[src/rtl/debounced_enable_gen_pkg.sv]
// Shared definitions for the debounced enable generator: FSM state encoding
// and the constant helpers used to size the debounce counter.
package debounce_pkg;

  typedef enum logic [1:0] {
    IDLE         = 2'd0,
    PRESS_WAIT   = 2'd1,
    HELD         = 2'd2,
    RELEASE_WAIT = 2'd3
  } state_e;

  // Ceiling log2, usable in parameter/localparam expressions.
  function automatic int clog2(input int value);
    int result;
    int rem;
    result = 0;
    rem    = value - 1;
    while (rem > 0) begin
      result = result + 1;
      rem    = rem >> 1;
    end
    return result;
  endfunction

  function automatic int cnt_width(input int cycles);
    return (clog2(cycles) < 1) ? 1 : clog2(cycles);
  endfunction

endpackage

[src/rtl/debounced_enable_gen_if.sv]
// Signal bundle between the bouncy source, the debouncer and the downstream
// counter enable.
interface debounced_enable_gen_if;

  logic raw_in;
  logic enable_pulse;
  logic level_out;
  logic busy;

  modport master (
    output raw_in,
    input  enable_pulse,
    input  level_out,
    input  busy
  );

  modport slave (
    input  raw_in,
    output enable_pulse,
    output level_out,
    output busy
  );

endinterface

[src/rtl/debounced_enable_gen_bit_synchronizer.sv]
// Multi-flop synchroniser bringing an asynchronous bit into the clock domain;
// cleared to 0 on reset.
module bit_synchronizer #(
  parameter int SYNC_STAGES = 2
) (
  input  logic clock,
  input  logic reset,
  input  logic d,
  output logic q
);

  logic [SYNC_STAGES-1:0] sync_q;
  logic [SYNC_STAGES-1:0] sync_d;

  always_comb begin
    sync_d = {sync_q[SYNC_STAGES-2:0], d};
  end

  // NOTE: state registers use non-blocking assignments so every flop samples
  // the pre-edge values; blocking here would collapse the chain into one flop.
  always_ff @(posedge clock or posedge reset) begin
    if (reset) begin
      sync_q <= '0;
    end else begin
      sync_q <= sync_d;
    end
  end

  assign q = sync_q[SYNC_STAGES-1];

endmodule

[src/rtl/debounced_enable_gen.sv]
// Synchronises and debounces a bouncy input, emitting one registered enable
// pulse per accepted press for the downstream up-counter.
module debounced_enable_gen
  import debounce_pkg::*;
#(
  parameter int SYNC_STAGES     = 2,
  parameter int DEBOUNCE_CYCLES = 16
) (
  input logic                   clock,
  input logic                   reset,
  debounced_enable_gen_if.slave bus
);

  localparam int               CNT_W    = cnt_width(DEBOUNCE_CYCLES);
  localparam logic [CNT_W-1:0] CNT_LAST = CNT_W'(DEBOUNCE_CYCLES - 1);

  logic             s;
  state_e           state_q, state_d;
  logic [CNT_W-1:0] cnt_q, cnt_d;
  logic             pulse_q, pulse_d;
  logic             level_q, level_d;
  logic             busy_q, busy_d;

  bit_synchronizer #(
    .SYNC_STAGES (SYNC_STAGES)
  ) u_sync (
    .clock (clock),
    .reset (reset),
    .d     (bus.raw_in),
    .q     (s)
  );

  // NOTE: every variable gets a default before the case so no path leaves it
  // unassigned, which would otherwise infer a latch.
  always_comb begin
    state_d = state_q;
    cnt_d   = cnt_q;
    pulse_d = 1'b0;

    case (state_q)
      IDLE: begin
        if (s) begin
          state_d = PRESS_WAIT;
          cnt_d   = '0;
        end
      end
      PRESS_WAIT: begin
        if (!s) begin
          state_d = IDLE;
          cnt_d   = '0;
        end else if (cnt_q == CNT_LAST) begin
          state_d = HELD;
          cnt_d   = '0;
          pulse_d = 1'b1;
        end else begin
          cnt_d = cnt_q + 1'b1;
        end
      end
      HELD: begin
        if (!s) begin
          state_d = RELEASE_WAIT;
          cnt_d   = '0;
        end
      end
      RELEASE_WAIT: begin
        // A high sample here is release bounce: back to HELD without a pulse.
        if (s) begin
          state_d = HELD;
          cnt_d   = '0;
        end else if (cnt_q == CNT_LAST) begin
          state_d = IDLE;
          cnt_d   = '0;
        end else begin
          cnt_d = cnt_q + 1'b1;
        end
      end
      default: begin
        state_d = IDLE;
        cnt_d   = '0;
      end
    endcase

    // Outputs are registered from the next state so they line up with it.
    level_d = (state_d == HELD) || (state_d == RELEASE_WAIT);
    busy_d  = (state_d == PRESS_WAIT) || (state_d == RELEASE_WAIT);
  end

  always_ff @(posedge clock or posedge reset) begin
    if (reset) begin
      state_q <= IDLE;
      cnt_q   <= '0;
      pulse_q <= 1'b0;
      level_q <= 1'b0;
      busy_q  <= 1'b0;
    end else begin
      state_q <= state_d;
      cnt_q   <= cnt_d;
      pulse_q <= pulse_d;
      level_q <= level_d;
      busy_q  <= busy_d;
    end
  end

  assign bus.enable_pulse = pulse_q;
  assign bus.level_out    = level_q;
  assign bus.busy         = busy_q;

endmodule

[src/flat_wrapper.sv]
// flat-port wrapper written by rule: the top's interface ports become plain ports
module debounced_enable_gen_flat import debounce_pkg::*;
#(
  parameter int SYNC_STAGES     = 2,
  parameter int DEBOUNCE_CYCLES = 16
)
  (clock, reset, bus_raw_in, bus_enable_pulse, bus_level_out, bus_busy);
  debounced_enable_gen_if bus_i ();
  input logic clock;
  input logic reset;
  input wire logic [$bits(bus_i.raw_in)-1:0] bus_raw_in;
  output wire logic [$bits(bus_i.enable_pulse)-1:0] bus_enable_pulse;
  output wire logic [$bits(bus_i.level_out)-1:0] bus_level_out;
  output wire logic [$bits(bus_i.busy)-1:0] bus_busy;
  assign bus_i.raw_in = bus_raw_in;
  assign bus_enable_pulse = bus_i.enable_pulse;
  assign bus_level_out = bus_i.level_out;
  assign bus_busy = bus_i.busy;
  debounced_enable_gen #(.SYNC_STAGES(SYNC_STAGES), .DEBOUNCE_CYCLES(DEBOUNCE_CYCLES)) u_core (.clock(clock), .reset(reset), .bus(bus_i));
endmodule
[config.mk]
export PLATFORM = sky130hd
export DESIGN_NAME = debounced_enable_gen_flat
export DESIGN_NICKNAME = d
export VERILOG_FILES = /design/src/rtl/debounced_enable_gen_pkg.sv /design/src/rtl/debounced_enable_gen_if.sv /design/src/rtl/debounced_enable_gen_bit_synchronizer.sv /design/src/rtl/debounced_enable_gen.sv /design/src/flat_wrapper.sv
export SDC_FILE = /design/constraint.sdc
export NUM_CORES = 1
export LEC_CHECK = 0
export BUFFER_PORTS_ARGS = -buffer_cell sky130_fd_sc_hd__buf_2
export CAP_MARGIN = 5
export CORE_MARGIN = 5
export CORE_UTILIZATION = 28
export DETAILED_ROUTE_END_ITERATION = 10
export SLEW_MARGIN = 20
export SYNTH_ARGS = -nofsm -noshare
export SYNTH_HDL_FRONTEND = slang
export SYNTH_HIERARCHICAL = 1
export SYNTH_SLANG_ARGS = --single-unit
[constraint.sdc]
create_clock -name clock -period 1.2 [get_ports clock]
set_input_delay 0.06 -clock clock [delete_from_list [all_inputs] [get_ports clock]]
set_output_delay 0.06 -clock clock [all_outputs]
set_load 0.03 [all_outputs]
-- Word-level counts from Yosys, hierarchy flattened
Cells that the tools add are included.
W data, S select, Z words.
- add/sub/neg operators: 1
- equality and inequality tests: 9
- multiplexer cells: 16
- reduce and logical (&&, ||, !) cells: 4
- operator list (kind ; count):
    $mux W4 ; 5
    $pmux W4 S4 ; 1
    $mux W2 ; 6
    $eq A2 B2 Y1 const B ; 4
    $pmux W2 S4 ; 1
    $add A4 B1 Y4 const B ; 1
    $eq A2 B1 Y1 const B ; 2
    $eq A4 B4 Y1 const B ; 1
    $ne A2 B2 Y1 const B ; 2
    $mux W1 ; 3
    $logic_not A2 Y1 ; 1
    $logic_or A1 B1 Y1 ; 2
    $reduce_and A2 Y1 ; 1
- register bits: 11
- input bits: 3
- output and inout port bits: 3
- word-level logic and storage cells: 36

-- Depth between registers and ports, before layout
Gate-level depths: netlist of the first run.
- word-level depth: 6
- gate-level depth with buffers: 4
- gate-level depth less buffers: 4

-- By module
The synthesis of the first run kept the hierarchy.
- by module, submodules not included (module ; times used ; cells each ; area an instance (µm²) ; seq. area each (µm²)):
    debounced_enable_gen ; 1 ; 33 ; 381.6 ; 200.2
    bit_synchronizer ; 1 ; 3 ; 53.8 ; 50.0

-- Worst setup path after synthesis of the first run
Ideal clock, no wire load.
- path type: reg2reg
- from: reg u_core/bus.level_out (netlist name)
- to: reg u_core.cnt_q[2]
- library setup time: 0.124 ns
- data arrival time: 1.157 ns
- required time: 1.076 ns
- path slack: -0.081 ns
- stages on the path, launching flop included: 4
- buffers on the path: 0
- period minus slack after synthesis: 1.281 ns
- cell sequence: dfrtp_1 > xor2_2 > nor2_2 > o31a_1
- RTL lines (element ; line ; RTL):
    end signal: assignment ; debounced_enable_gen.sv:97 ; cnt_q <= cnt_d;
    end: declaration ; debounced_enable_gen.sv:19 ; logic [CNT_W-1:0] cnt_q, cnt_d;

==> summary.md, run 1 <==
| Metric | Value |
|---|---|
| Result of the run | `complete, no violations` |
| Utilization after layout | `between 40% and 50%` |
| CTS sink cnt | `10` |
| Achievable clock frequency | `about 860 MHz` |
| Final slew viol count | `0` |
| Global-route wire length before repair | `1410 um` |
| Sequential fraction of the synthesis area | `57.5%` |
| Total routing resource utilization after global routing | `7.65%` |
| Initial core utilization | `29.2%` |
| Clock Pin Slew Worst Setup and Hold Paths | `0.07 ns` |
| Worst EP arrival | `around 1.3 ns` |
| Area Growth Syn to Fin | `37.4%` |
| Via density per instance | `4.66` |
| Top library cells by usage in the layout, fill and taps aside | `sky130_fd_sc_hd__dfrtp_1 (8), sky130_fd_sc_hd__buf_2 (5), sky130_fd_sc_hd__buf_4 (5)` |
| Power per Cell Area | `around 1300 nW/um2` |
| Average cell area after synthesis | `12.1 um2` |
| Critical path class | `reg -> reg` |
| Final clock period utilization by the worst path | `between 90% and 100%` |
| Number of H-tree levels | `1` |
| Fraction of final layout cells with drive strength greater than 1 | `38.5%` |
| Residual DRC | `0` |
| TritonCTS Buffers | `3` |
| Detailed placement HPWL | `around 570 um` |
| Number of diodes added for antenna fixing | `0` |
| Worst setup SP type | `flop` |
| Clock tree from TritonCTS | `yes` |
| Total number of vias | `317` |
| Worst slew margin relative to its limit | `79.8%` |
| Synthesis warning total | `6` |
| Count of mapped cells out of synthesis | `36` |
| Number of antenna violations at the first check in global routing | `0` |
| Fillcell total | `140` |
| Leakage power figure | `roughly 0.00029 uW` |
| Most common library cell in the layout ignoring fill and taps | `sky130_fd_sc_hd__dfrtp_1` |
| Post-route non-filler standard cell count | `between 60 and 70` |
| Clk Tree Root Cell | `sky130_fd_sc_hd__clkbuf_4` |
| Setup slack after placement | `0.0186 ns` |
| Clock latency reported for the late side of the worst-skew pair | `0.26 ns` |
| Per-cell routed wire length | `11.0 um` |
| ANT nets after route | `0` |
| Iter 0 DRT Violations | `5` |
| Maximum clock path buffer count | `2` |
| Pin count of the biggest net entering global routing | `9` |
| Number of global-route vias before repair | `331` |
| RD Place Congestion | `0.727` |
| Worst supply voltage drop on vdd | `roughly 0.54 mV` |
| Mapped Nets | `40` |
| Maximum capacitance violations | `0` |
| Post-synthesis sequential element count | `10` |
| Maximum fanout along the worst path | `6` |
| Die Span Y | `49.4 um` |
| Kind of path behind the tightest hold check | `in -> async` |
| Worst hold-check slack | `0.192 ns` |
| Floorplan row count | `14` |
| Transition time at the pin with the least slew margin | `0.303 ns` |
| TritonRoute pass-1 iters | `3` |
| Area of the core region | `1490 um2` |
| Post-synthesis instance area | `about 440 um2` |
| Number of setup violations in the final report | `0` |
| Number of nets in the final layout | `57` |
| I/O pin total | `6` |
| Total length of routed wires | `748 um` |
| Unrepaired setup endpoints after global routing | `true` |
| Worst-case setup margin in the final layout | `0.0328 ns` |
| Number of hold violations in the final report | `0` |
| Post-route clock skew | `0.00101 ns` |
| Total gr overflow | `0` |
| Synth unique cells | `20` |
| Placed cell count | `61` |
| Min Tclk post-route | `1.17 ns` |
| Kind of end point of the critical path | `flop` |
| Die area | `around 2400 um2` |
| Required time worst endpoint | `1.35 ns` |
| Count of port buffers added during placement | `5` |
| Width of the die | `around 49 um` |
-- worst paths after layout --
check,slack (ns),from,cells after the start,end
max,0.03,u_core/bus.level_out$_DFF_PP0_,3,u_core/cnt_q[2]$_DFFE_PP0P_
min,0.19,reset,3,u_core/u_sync/sync_q[0]$_DFF_PP0_
max reg2reg,0.03,u_core/bus.level_out$_DFF_PP0_,3,u_core/cnt_q[2]$_DFFE_PP0P_
min reg2reg,0.36,u_core/u_sync/sync_q[0]$_DFF_PP0_,0,u_core/u_sync/sync_q[1]$_DFF_PP0_
max in group asynchronous,0.66,reset,3,u_core/bus.level_out$_DFF_PP0_
min in group clock,0.36,u_core/u_sync/sync_q[0]$_DFF_PP0_,0,u_core/u_sync/sync_q[1]$_DFF_PP0_
-- power by group --
group	total [uW]	leakage [uW]	internal, uW	switching, uW
logic	90.4	0.000141	48.8	41.5
registers	382	0.000126	359	22.8
clock network	296	0.0000210	184	112
total	768	0.000288	592	176
-- cells in the mapped netlist --
cell type                   instances  area (um2)
sky130_fd_sc_hd__dfrtp_1           10         250
sky130_fd_sc_hd__inv_1              4        15.0
sky130_fd_sc_hd__nand3_1            3        15.0
sky130_fd_sc_hd__a22o_1             2        17.5
sky130_fd_sc_hd__and2_1             2        12.5
sky130_fd_sc_hd__a21oi_1            1        5.00
sky130_fd_sc_hd__a31o_1             1        8.76
sky130_fd_sc_hd__a31oi_1            1        6.26
sky130_fd_sc_hd__and4b_1            1        10.0
sky130_fd_sc_hd__ha_1               1        12.5
sky130_fd_sc_hd__mux2_1             1        11.3
sky130_fd_sc_hd__nand4_1            1        6.26
sky130_fd_sc_hd__nor2_1             1        3.75
sky130_fd_sc_hd__nor2_2             1        6.26
sky130_fd_sc_hd__nor3_1             1        5.00
sky130_fd_sc_hd__nor3b_1            1        7.51
sky130_fd_sc_hd__o2111ai_1          1        8.76
sky130_fd_sc_hd__o31a_1             1        8.76
sky130_fd_sc_hd__xnor2_1            1        8.76
sky130_fd_sc_hd__xor2_2             1        16.3
-- what timing repair did --
action                     in CTS  in global routing
hold buffers                    2                  0
resized for setup               0                  3
setup endpoints to repair       0                  5
setup buffers                   0                  1
hold endpoints to repair       11                  0
-- flip-flops by register name (all words and copies together) (netlist names) --
signal and flops:
u_core/bus.busy 1, u_core/u_sync/sync_q 2, u_core/bus.enable_pulse 1, u_core/state_q 1, u_core/bus.level_out 1, u_core/cnt_q 4
-- routing by layer --
| metal | GRT usage (%) | up-vias | wire length, um |
|---|---|---|---|
| li1 | - | 161 | - |
| met1 | 9.42 | 149 | 353 |
| met2 | 10.7 | 5 | 344 |
| met3 | 2.14 | 2 | 35 |
| met4 | 6.55 | 0 | 14 |
| met5 | 0 | - | 0 |
-- stage by stage --
step	TNS (ns)	total power, uW	cell area, um2
2_1_floorplan	0	439	439
3_3_place_gp	0	469	514
3_5_place_dp	0	469	514
4_1_cts	0	777	571
5_1_grt	-0.0255	828	598
6_report	0	768	598
-- kinds of logic (layout without fill, tap and decap cells) --
group	Yosys count	count (layout)	share of synthesized area, %
AND/OR/NAND/NOR	11	11	15.2
flip-flops	10	10	57.5
AO/OA/AOI/OAI	7	7	12.6
buffers and inverters	4	20	3.45
XOR/XNOR	2	2	5.75
adder cells (fa/ha/maj)	1	1	2.87
multiplexers	1	1	2.59
-- critical path: stages, from the launching register on --
cell	delay [ns]
sky130_fd_sc_hd__dfrtp_2	0.47
sky130_fd_sc_hd__xor2_4	0.24
sky130_fd_sc_hd__nor2_2	0.07
sky130_fd_sc_hd__o31a_1	0.27
-- final cells by class --
class	instances	area, um2	share of cell area (%)
inverter	4	15.0	2.51
tap	16	20.0	3.35
multi-input combinational	22	191	32.0
clock buffer	4	36.3	6.07
sequential	10	253	42.3
timing repair buffer	12	82.6	13.8
Note: power is estimated with default switching activity, not from simulation.
==> inputs of run 2 (changes only) <==
Settings changed: CORE_AREA from default to 5 5 42 44, CORE_MARGIN 5 to default, CORE_UTILIZATION 28 to default, DIE_AREA from default to 0 0 47 49.
==> summary.md, run 2 (same netlist as run 1, synthesis figures left out) <==
| Metric | Value |
|---|---|
| Placed cell count | `61` |
| Number of H-tree levels | `1` |
| Total number of vias | `between 300 and 400` |
| Kind of path behind the tightest hold check | `in -> async` |
| Ordered cell list for the critical path | `xor2_4 -> nor2_2 -> o31a_1` |
| Number of nets in the final layout | `57` |
| Kind of end point of the critical path | `flop` |
| Number of diodes added for antenna fixing | `0` |
| Clock Pin Slew Worst Setup and Hold Paths | `roughly 0.07 ns` |
| Worst hold-check slack | `0.177 ns` |
| Die Span Y | `49 um` |
| Reg2reg end | `u_core/cnt_q[2]$_DFFE_PP0P_` |
| Post-route clock skew | `0.00942 ns` |
| Number of hold violations in the final report | `0` |
| Register-to-register setup slack | `0.03 ns` |
| Initial core utilization | `approximately 31%` |
| Number of setup violations in the final report | `0` |
| Unrepaired setup endpoints after global routing | `true` |
| Clock tree from TritonCTS | `yes` |
| Startpoint of the worst-slack reg-to-reg timing path | `u_core/u_sync/sync_q[1]$_DFF_PP0_` |
| Maximum fanout along the worst path | `5` |
| Pin count of the biggest net entering global routing | `9` |
| Power per Cell Area | `1310 nW/um2` |
| Detailed placement HPWL | `571 um` |
| Final slew viol count | `0` |
| Clk Tree Root Cell | `sky130_fd_sc_hd__clkbuf_4` |
| Achievable clock frequency | `857 MHz` |
| Number of antenna violations at the first check in global routing | `0` |
| Width of the die | `between 40 and 50 um` |
| Worst setup SP type | `flop` |
| ANT nets after route | `0` |
| Count of port buffers added during placement | `5` |
| Floorplan row count | `14` |
| Worst slew margin relative to its limit | `78.9%` |
| RD Place Congestion | `0.713` |
| CTS sink cnt | `10` |
| Total length of routed wires | `around 800 um` |
| Standard cell with the maximum stage delay on the critical path | `sky130_fd_sc_hd__dfrtp_2` |
| Clock latency reported for the late side of the worst-skew pair | `0.27 ns` |
| I/O pin total | `6` |
| Final clock period utilization by the worst path | `97.3%` |
| Transition time at the pin with the least slew margin | `0.316 ns` |
| Worst EP arrival | `1.32 ns` |
| CP bufs+invs | `0` |
| Global-route wire length before repair | `approximately 1400 um` |
| Registers with the highest flip-flop counts | `u_core/cnt_q x4, u_core/u_sync/sync_q x2` |
| Area of the core region | `1400 um2` |
| Die area | `roughly 2300 um2` |
| TritonRoute pass-1 iters | `2` |
| Result of the run | `complete, no violations` |
| Iter 0 DRT Violations | `2` |
| TritonCTS Buffers | `3` |
| Via density per instance | `4.66` |
| Critical path class | `reg -> reg` |
| Register containing the most flip-flops in the final layout | `u_core/cnt_q` |
| Number of flip-flops in the largest register | `4` |
| Total gr overflow | `0` |
| Maximum capacitance violations | `0` |
| Post-route non-filler standard cell count | `68` |
| Instance area at placement | `slightly above 500 um2` |
| Family of cells with the greatest summed delay on the critical path | `flip-flops` |
| Worst reg2reg path depth | `3` |
| Summed area of non-filler cells in the final layout | `598 um2` |
| Number of global-route vias before repair | `approximately 340` |
| Required time worst endpoint | `1.35 ns` |
| Maximum clock path buffer count | `2` |
| Fraction of final layout cells with drive strength greater than 1 | `38.5%` |
| Max incr delay on CP | `0.47 ns` |
| Per-cell routed wire length | `11.5 um` |
| Top library cells by usage in the layout, fill and taps aside | `sky130_fd_sc_hd__dfrtp_1 (8), sky130_fd_sc_hd__buf_2 (5), sky130_fd_sc_hd__buf_4 (5)` |
| Total routing resource utilization after global routing | `8.90%` |
| Residual DRC | `0` |
| Fillcell total | `137` |
| Min Tclk post-route | `roughly 1.2 ns` |
| Leakage power figure | `0.000287 uW` |
| Area Growth Syn to Fin | `37.4%` |
| Most common library cell in the layout ignoring fill and taps | `sky130_fd_sc_hd__dfrtp_1` |
| Worst supply voltage drop on vdd | `0.767 mV` |
==> run 2: cell counts in the layout (fill, tap and decap cells not counted) <==
No cell type changed its count.
==> run 2: repair_timing <==
| item | 4_1_cts | 5_1_grt |
|---|---|---|
| resized for setup | 1 | 2 |
| endpoints found under the setup margin | 1 | 3 |
| hold endpoints to repair | 11 | 0 |
| setup buffers | 0 | 1 |
| hold buffers | 2 | 0 |
| pin swaps | 1 | 1 |
==> run 2: worst max path at each step <==
stage,startpoint,endpoint,slack (ns),cells after the start
2_1_floorplan,u_core/bus.level_out$_DFF_PP0_,u_core/cnt_q[2]$_DFFE_PP0P_,0.02,3
3_3_place_gp,u_core/u_sync/sync_q[1]$_DFF_PP0_,u_core/cnt_q[2]$_DFFE_PP0P_,0.05,3
3_5_place_dp,u_core/u_sync/sync_q[1]$_DFF_PP0_,u_core/cnt_q[2]$_DFFE_PP0P_,0.02,3
4_1_cts,u_core/bus.level_out$_DFF_PP0_,u_core/cnt_q[2]$_DFFE_PP0P_,0.03,3
5_1_grt,u_core/u_sync/sync_q[1]$_DFF_PP0_,u_core/cnt_q[2]$_DFFE_PP0P_,-0.009,3
6_report,u_core/u_sync/sync_q[1]$_DFF_PP0_,u_core/cnt_q[2]$_DFFE_PP0P_,0.03,3
==> run 2: final cells by class <==
cell class              instances  area [um2]  share of cell area (%)
well taps                      16        20.0                    3.35
inverters                       4        15.0                    2.51
multi-input cells              22         191                    32.0
flip-flops and latches         10         253                    42.3
clock buffers                   4        36.3                    6.07
repair buffers                 12        82.6                    13.8
==> run 2: through the flow <==
stage	power [uW]	TNS, ns	worst slack, ns	util (%)
final	783	0	0.0327	42.7
after global placement	468	0	0.0503	36.7
after global routing	826	-0.00925	-0.00925	42.7
after detailed placement	468	0	0.0153	36.7
after CTS	781	0	0.0277	41.5
after floorplan	439	0	0.0237	-
==> run 2: worst min-delay path, stage by stage <==
cell,delay [ns]
sky130_fd_sc_hd__dlygate4sd3_1,0.53
sky130_fd_sc_hd__buf_2,0.12
sky130_fd_sc_hd__inv_1,0.07
==> run 2: layer usage <==
layer	GRT usage [%]	share of wire (%)	vias up
met5	0	0	-
met4	8.29	4.5	0
met3	2.21	5.4	4
met2	11.8	45	7
met1	11.2	45	146
li1	-	-	160
==> run 2: power breakdown <==
group          internal, uW  total (uW)  switching (uW)  leakage, uW
Sequential              359         383            23.6     0.000126
Clock                   185         310             126    0.0000210
Combinational          47.9        89.5            41.6     0.000140
